<file path="src/rtl/alu_issue_stage_pkg.sv">
// Shared constants and types for the ALU issue stage and its alu32 consumer.
// Holds ALU select codes, RV32I opcodes, funct7 values and the decode control payload.
package alu_issue_stage_pkg;

  localparam int unsigned SEL_W = 4;
  localparam int unsigned OPC_W = 7;
  localparam int unsigned F3_W  = 3;
  localparam int unsigned F7_W  = 7;
  localparam int unsigned REG_W = 5;

  localparam logic [SEL_W-1:0] ALU_ADD    = 4'b0000;
  localparam logic [SEL_W-1:0] ALU_SUB    = 4'b1000;
  localparam logic [SEL_W-1:0] ALU_SLL    = 4'b0001;
  localparam logic [SEL_W-1:0] ALU_SLT    = 4'b0010;
  localparam logic [SEL_W-1:0] ALU_SLTU   = 4'b0011;
  localparam logic [SEL_W-1:0] ALU_XOR    = 4'b0100;
  localparam logic [SEL_W-1:0] ALU_SRL    = 4'b0101;
  localparam logic [SEL_W-1:0] ALU_SRA    = 4'b1101;
  localparam logic [SEL_W-1:0] ALU_OR     = 4'b0110;
  localparam logic [SEL_W-1:0] ALU_AND    = 4'b0111;
  localparam logic [SEL_W-1:0] ALU_PASS_Y = 4'b1111;

  localparam logic [OPC_W-1:0] OPC_OP     = 7'b0110011;
  localparam logic [OPC_W-1:0] OPC_OP_IMM = 7'b0010011;
  localparam logic [OPC_W-1:0] OPC_LUI    = 7'b0110111;
  localparam logic [OPC_W-1:0] OPC_AUIPC  = 7'b0010111;
  localparam logic [OPC_W-1:0] OPC_JAL    = 7'b1101111;
  localparam logic [OPC_W-1:0] OPC_JALR   = 7'b1100111;
  localparam logic [OPC_W-1:0] OPC_LOAD   = 7'b0000011;
  localparam logic [OPC_W-1:0] OPC_STORE  = 7'b0100011;
  localparam logic [OPC_W-1:0] OPC_BRANCH = 7'b1100011;

  localparam logic [F7_W-1:0] F7_BASE = 7'b0000000;
  localparam logic [F7_W-1:0] F7_ALT  = 7'b0100000;

  typedef enum logic [1:0] {X_RS1, X_PC, X_ZERO} x_src_e;
  typedef enum logic [1:0] {Y_RS2, Y_IMM, Y_LINK, Y_ZERO} y_src_e;

  typedef struct packed {
    logic [SEL_W-1:0] sel;
    x_src_e           x_src;
    y_src_e           y_src;
    logic             illegal;
  } dec_ctrl_t;

  function automatic logic [SEL_W-1:0] mk_sel(input logic alt, input logic [F3_W-1:0] f3);
    return {alt, f3};
  endfunction

endpackage

</file>
<file path="src/rtl/alu_issue_stage_decode.sv">
// Combinational ALU control decode: maps opcode/funct3/funct7 to the ALU
// select code, operand source selects and the illegal-encoding flag.
module alu_ctrl_decode
  import alu_issue_stage_pkg::*;
(
  input  logic [OPC_W-1:0] i_opcode,
  input  logic [F3_W-1:0]  i_funct3,
  input  logic [F7_W-1:0]  i_funct7,
  output dec_ctrl_t        o_ctrl_c
);

  logic w_f7_base;
  logic w_f7_alt;

  assign w_f7_base = (i_funct7 == F7_BASE);
  assign w_f7_alt  = (i_funct7 == F7_ALT);

  always_comb begin
    o_ctrl_c.sel     = ALU_ADD;
    o_ctrl_c.x_src   = X_ZERO;
    o_ctrl_c.y_src   = Y_ZERO;
    o_ctrl_c.illegal = 1'b0;
    case (i_opcode)
      OPC_OP: begin
        o_ctrl_c.x_src   = X_RS1;
        o_ctrl_c.y_src   = Y_RS2;
        o_ctrl_c.sel     = mk_sel(i_funct7[5], i_funct3);
        o_ctrl_c.illegal = !(w_f7_base ||
                             (w_f7_alt && (i_funct3 == 3'b000 || i_funct3 == 3'b101)));
      end
      OPC_OP_IMM: begin
        // funct7 is immediate payload except for the shift encodings
        o_ctrl_c.x_src = X_RS1;
        o_ctrl_c.y_src = Y_IMM;
        o_ctrl_c.sel   = mk_sel((i_funct3 == 3'b101) && i_funct7[5], i_funct3);
        case (i_funct3)
          3'b001:  o_ctrl_c.illegal = !w_f7_base;
          3'b101:  o_ctrl_c.illegal = !(w_f7_base || w_f7_alt);
          default: o_ctrl_c.illegal = 1'b0;
        endcase
      end
      OPC_LUI: begin
        o_ctrl_c.x_src = X_ZERO;
        o_ctrl_c.y_src = Y_IMM;
        o_ctrl_c.sel   = ALU_PASS_Y;
      end
      OPC_AUIPC: begin
        o_ctrl_c.x_src = X_PC;
        o_ctrl_c.y_src = Y_IMM;
      end
      OPC_JAL, OPC_JALR: begin
        o_ctrl_c.x_src = X_PC;
        o_ctrl_c.y_src = Y_LINK;
      end
      OPC_LOAD, OPC_STORE: begin
        o_ctrl_c.x_src = X_RS1;
        o_ctrl_c.y_src = Y_IMM;
      end
      OPC_BRANCH: begin
        o_ctrl_c.x_src = X_RS1;
        o_ctrl_c.y_src = Y_RS2;
        o_ctrl_c.sel   = ALU_SUB;
      end
      default: o_ctrl_c.illegal = 1'b1;
    endcase
  end

endmodule

</file>
<file path="src/rtl/alu_issue_stage.sv">
// Single-entry ID/EX register feeding alu32: operand select, ALU select
// generation, valid/ready handshake with stall and flush.
module alu_issue_stage
  import alu_issue_stage_pkg::*;
#(
  parameter int unsigned XLEN          = 32,
  parameter int unsigned RESET_PC_LINK = 4
) (
  input  logic             clk,
  input  logic             rst,
  input  logic             in_valid,
  output logic             in_ready,
  input  logic [OPC_W-1:0] opcode,
  input  logic [F3_W-1:0]  funct3,
  input  logic [F7_W-1:0]  funct7,
  input  logic [REG_W-1:0] rd,
  input  logic [XLEN-1:0]  rs1_val,
  input  logic [XLEN-1:0]  rs2_val,
  input  logic [XLEN-1:0]  imm,
  input  logic [XLEN-1:0]  pc,
  input  logic             flush,
  output logic             out_valid,
  input  logic             out_ready,
  output logic [XLEN-1:0]  alu_x,
  output logic [XLEN-1:0]  alu_y,
  output logic [SEL_W-1:0] alu_sel,
  output logic [REG_W-1:0] out_rd,
  output logic             illegal
);

  dec_ctrl_t        w_ctrl;
  logic [XLEN-1:0]  w_x;
  logic [XLEN-1:0]  w_y;
  logic             w_load;

  logic             r_valid;
  logic [XLEN-1:0]  r_x;
  logic [XLEN-1:0]  r_y;
  logic [SEL_W-1:0] r_sel;
  logic [REG_W-1:0] r_rd;
  logic             r_illegal;

  alu_ctrl_decode u_decode (
    .i_opcode (opcode),
    .i_funct3 (funct3),
    .i_funct7 (funct7),
    .o_ctrl_c (w_ctrl)
  );

  always_comb begin
    w_x = '0;
    case (w_ctrl.x_src)
      X_RS1:   w_x = rs1_val;
      X_PC:    w_x = pc;
      default: w_x = '0;
    endcase
  end

  always_comb begin
    w_y = '0;
    case (w_ctrl.y_src)
      Y_RS2:   w_y = rs2_val;
      Y_IMM:   w_y = imm;
      Y_LINK:  w_y = XLEN'(RESET_PC_LINK);
      default: w_y = '0;
    endcase
  end

  assign in_ready = !r_valid || out_ready;
  assign w_load   = in_valid && in_ready;

  // Flush kills both the held and the incoming bundle; data may stay stale.
  always_ff @(posedge clk) begin
    if (rst) begin
      r_valid   <= 1'b0;
      r_x       <= '0;
      r_y       <= '0;
      r_sel     <= ALU_ADD;
      r_rd      <= '0;
      r_illegal <= 1'b0;
    end else if (flush) begin
      r_valid   <= 1'b0;
      r_illegal <= 1'b0;
    end else if (w_load) begin
      r_valid   <= 1'b1;
      r_x       <= w_x;
      r_y       <= w_y;
      r_sel     <= w_ctrl.sel;
      r_rd      <= rd;
      r_illegal <= w_ctrl.illegal;
    end else if (out_ready) begin
      r_valid   <= 1'b0;
    end
  end

  assign out_valid = r_valid;
  assign alu_x     = r_x;
  assign alu_y     = r_y;
  assign alu_sel   = r_sel;
  assign out_rd    = r_rd;
  assign illegal   = r_illegal;

endmodule

</file>
<file path="config.mk">
export PLATFORM = sky130hd
export DESIGN_NAME = alu_issue_stage
export DESIGN_NICKNAME = d
export VERILOG_FILES = /design/src/rtl/alu_issue_stage_pkg.sv /design/src/rtl/alu_issue_stage_decode.sv /design/src/rtl/alu_issue_stage.sv
export SDC_FILE = /design/constraint.sdc
export NUM_CORES = 1
export LEC_CHECK = 0
export ABC_AREA = 1
export CAP_MARGIN = 20
export CORE_ASPECT_RATIO = 1.4
export CORE_UTILIZATION = 27
export DETAILED_ROUTE_END_ITERATION = 8
export PLACE_DENSITY = 0.6
export SKIP_LAST_GASP = 1
export SLEW_MARGIN = 20
export SYNTH_ARGS = -nofsm -noshare
export SYNTH_HDL_FRONTEND = slang
export SYNTH_SLANG_ARGS = --single-unit
</file>
<file path="constraint.sdc">
create_clock -name clk -period 2.72 [get_ports clk]
set_input_delay 0.68 -clock clk [delete_from_list [all_inputs] [get_ports clk]]
set_output_delay 0.68 -clock clk [all_outputs]
set_load 0.05 [all_outputs]
</file>
==> flow_metrics.env <==
export IMPL_start_util_pct=27.5
export IMPL_clkLatencyLatePin_ns=0.33
export IMPL_postCtsHoldBufs=0
export IMPL_critPathMaxFanout=2
export IMPL_finalCritPeriodShare_pct=81.1
export IMPL_cts_buffer_depth=2
export IMPL_drc_errors=0
export IMPL_final_setup_tns_ns=0
export IMPL_ys_seq_area_share_pct=41.0
export IMPL_ys_warnings_count=0
export IMPL_tightest_slew_ns=0.618
export IMPL_max_cap_violations=0
export IMPL_rsz0062_at_grt="false"
export IMPL_antenna_cells=0
export IMPL_fp_dieH_um=140
export IMPL_finalHoldWorstSlack_ns=0.463
export IMPL_crit_chain="clkdlybuf4s50_1"
export IMPL_cts_setup_buffers=0
export IMPL_preCtsSetupSlack_ns=0.241
export IMPL_grt_pass1_vias=4227
export IMPL_viasPerCell=4.54
export IMPL_synth_top_area_cell="dfxtp_1"
export IMPL_num_vias=4313
export IMPL_clockRootBuffer="clkbuf_16"
export IMPL_end_kind="primary output"
export IMPL_netlist_area_leader_share_pct=41.0
export IMPL_drt_iter0_markers=104
export IMPL_avgSynthCellArea_um2=6.65
export IMPL_grt_pass1_wl_um=20300
export IMPL_firstDrtPassIters=4
export IMPL_synth_edff_count=0
export IMPL_maxSlewViolCount=0
export IMPL_htree_levels=3
export IMPL_yosysMostFrequentCell="nand2_1"
export IMPL_portBuffers=230
export IMPL_grt_busiest_layer="met2"
export IMPL_io_pins=231
export IMPL_synth_flop_cell="dfxtp_1"
export IMPL_crit_buf_inv=1
export IMPL_gr_usage_met2_pct=36.1
export IMPL_track_usage_pct=18.5
export IMPL_area_growth_pct=76.3
export IMPL_required_ns=2.04
export IMPL_crit_arrival_ns=1.53
export IMPL_route_antenna_remaining_nets=0
export IMPL_ys_ff_latch=75
export IMPL_finalWorstSetupSlack_ns=0.513
export IMPL_p_leak_nw=2.61
export IMPL_netlist_area_um2=3660
export IMPL_r2r_slack_ns=1.21
export IMPL_clk_pin_slew_ns=0.06
export IMPL_place_congestion=0.856
export IMPL_avgRoutedWirePerCell_um=13.7
export IMPL_setup_viol=0
export IMPL_worstHoldPathType="flip-flop to flip-flop"
export IMPL_period_needed_ns=2.21
export IMPL_critical_path_class="flip-flop to primary output"
export IMPL_met1_usage_pct=18.6
export IMPL_rows=50
export IMPL_routed_wl_um=13000
export IMPL_cts_sinks=75
export IMPL_nNetsFinal=918
export IMPL_finalHoldViolCount=0
export IMPL_antenna_found_initial=0
export IMPL_fp_dieW_um=100
export IMPL_start_kind="flip-flop"
export IMPL_finClkSkew_ns=0.00488
export IMPL_ir_worst_vdd_v=0.000257
export IMPL_ctsResizeCount=0
export IMPL_drive_gt1_share_pct=4.43
export IMPL_synthCells=551
export IMPL_synthArstFlopShare_pct=0
export IMPL_dp_hpwl_um=9380
export IMPL_synth_area_leaders="dfxtp_1, nand2_1, nand3_1"
export IMPL_relSlewSlack_pct=58.8
export IMPL_crit_family="buffers and inverters"
export IMPL_run_status="finished, final reports clean"
export IMPL_cts_buffers=9
export IMPL_syn_nets=706
export IMPL_ys_types=24
export IMPL_tritoncts="built"
export IMPL_gr_total_overflow=0
export IMPL_slowest_delay_ns=0.86
export IMPL_power_density_nw_per_um2=477
export IMPL_grt_max_degree=65
export IMPL_worst_path_max_delay_cell="clkdlybuf4s50_1"
export IMPL_yosys_top_cells_count="nand2_1, dfxtp_1, nand3_1, inv_1, a21oi_1"
export IMPL_dieArea_um2=14000
export IMPL_max_clock_freq_ghz=0.453
export IMPL_globalRouteMet3Util_pct=2.76
export IMPL_core_area_um2=13300
[registers in the layout (all words and copies together), names as in the netlist]
| signal | count |
|---|---|
| illegal | 1 |
| alu_y | 32 |
| out_valid | 1 |
| alu_sel | 4 |
| out_rd | 5 |
| alu_x | 32 |
[metal layers]
metal  part of all wire, %  wire (um)  vias up
met5                     0          0        -
li1                      -          -     2205
met2                    54       7030      133
met3                   4.7        606       25
met4                   3.1        403        0
met1                    38       4940     1950
[layout by cell type (no fill, tap or decap), types with 2 or more instances in the layout]
master / instances
buf_12: 6
a21oi_1: 38
clkdlybuf4s50_1: 228
dfxtp_1: 75
nand3_1: 70
inv_2: 3
clkinvlp_4: 2
nand2_1: 213
inv_1: 42
nor2_4: 2
nor2_1: 18
o211ai_1: 32
bufinv_16: 2
o21ai_0: 12
buf_4: 3
clkbuf_16: 9
nand4_1: 2
[area by class of cell]
type                            instances  area (um2)
Clock buffer                           10         239
Clock inverter                          6        88.8
Fill cell                            1378        6870
Inverter                               45         169
Multi-Input combinational cell        394        1800
Sequential cell                        75        1500
Tap cell                              182         228
Timing Repair Buffer                  238        2430
[tightest hold or removal path: stages, from the launching register on]
cell     delay (ns)
dfxtp_1        0.31
nand2_1        0.06
a21oi_1        0.05
[power by group]
part	internal (mW)	switching, mW
sequential	1.14	0.0198
combinational	0.313	0.315
clock	0.827	0.465
total	2.28	0.800
[per-stage QoR]
stage	cell area (um2)	utilization, %	total power, mW	instances
3_3_place_gp	6130	46.0	1.81	934
6_report	6460	48.5	3.08	950
2_1_floorplan	3660	-	1.46	551
5_1_grt	6460	48.5	3.22	950
4_1_cts	6460	48.5	3.12	950
3_5_place_dp	6130	46.0	1.82	934
[worst paths after layout]
check                    end  depth (start not counted)        from
hold reg to reg   alu_sel[0]                          2  alu_sel[0]
setup reg to reg   alu_y[13]                          7   out_valid
hold / removal    alu_sel[0]                          2  alu_sel[0]
setup / recovery   alu_y[22]                          1   alu_y[22]
[logic make-up (layout without fill, tap and decap cells)]
group	Yosys count	after routing	share of synthesized area, %
buffers and inverters	82	299	9.94
AND/OR/NAND/NOR	310	310	35.0
flip-flops	75	75	41.0
AO/OA/AOI/OAI	84	84	14.0
Note: power is estimated with default switching activity, not from simulation.
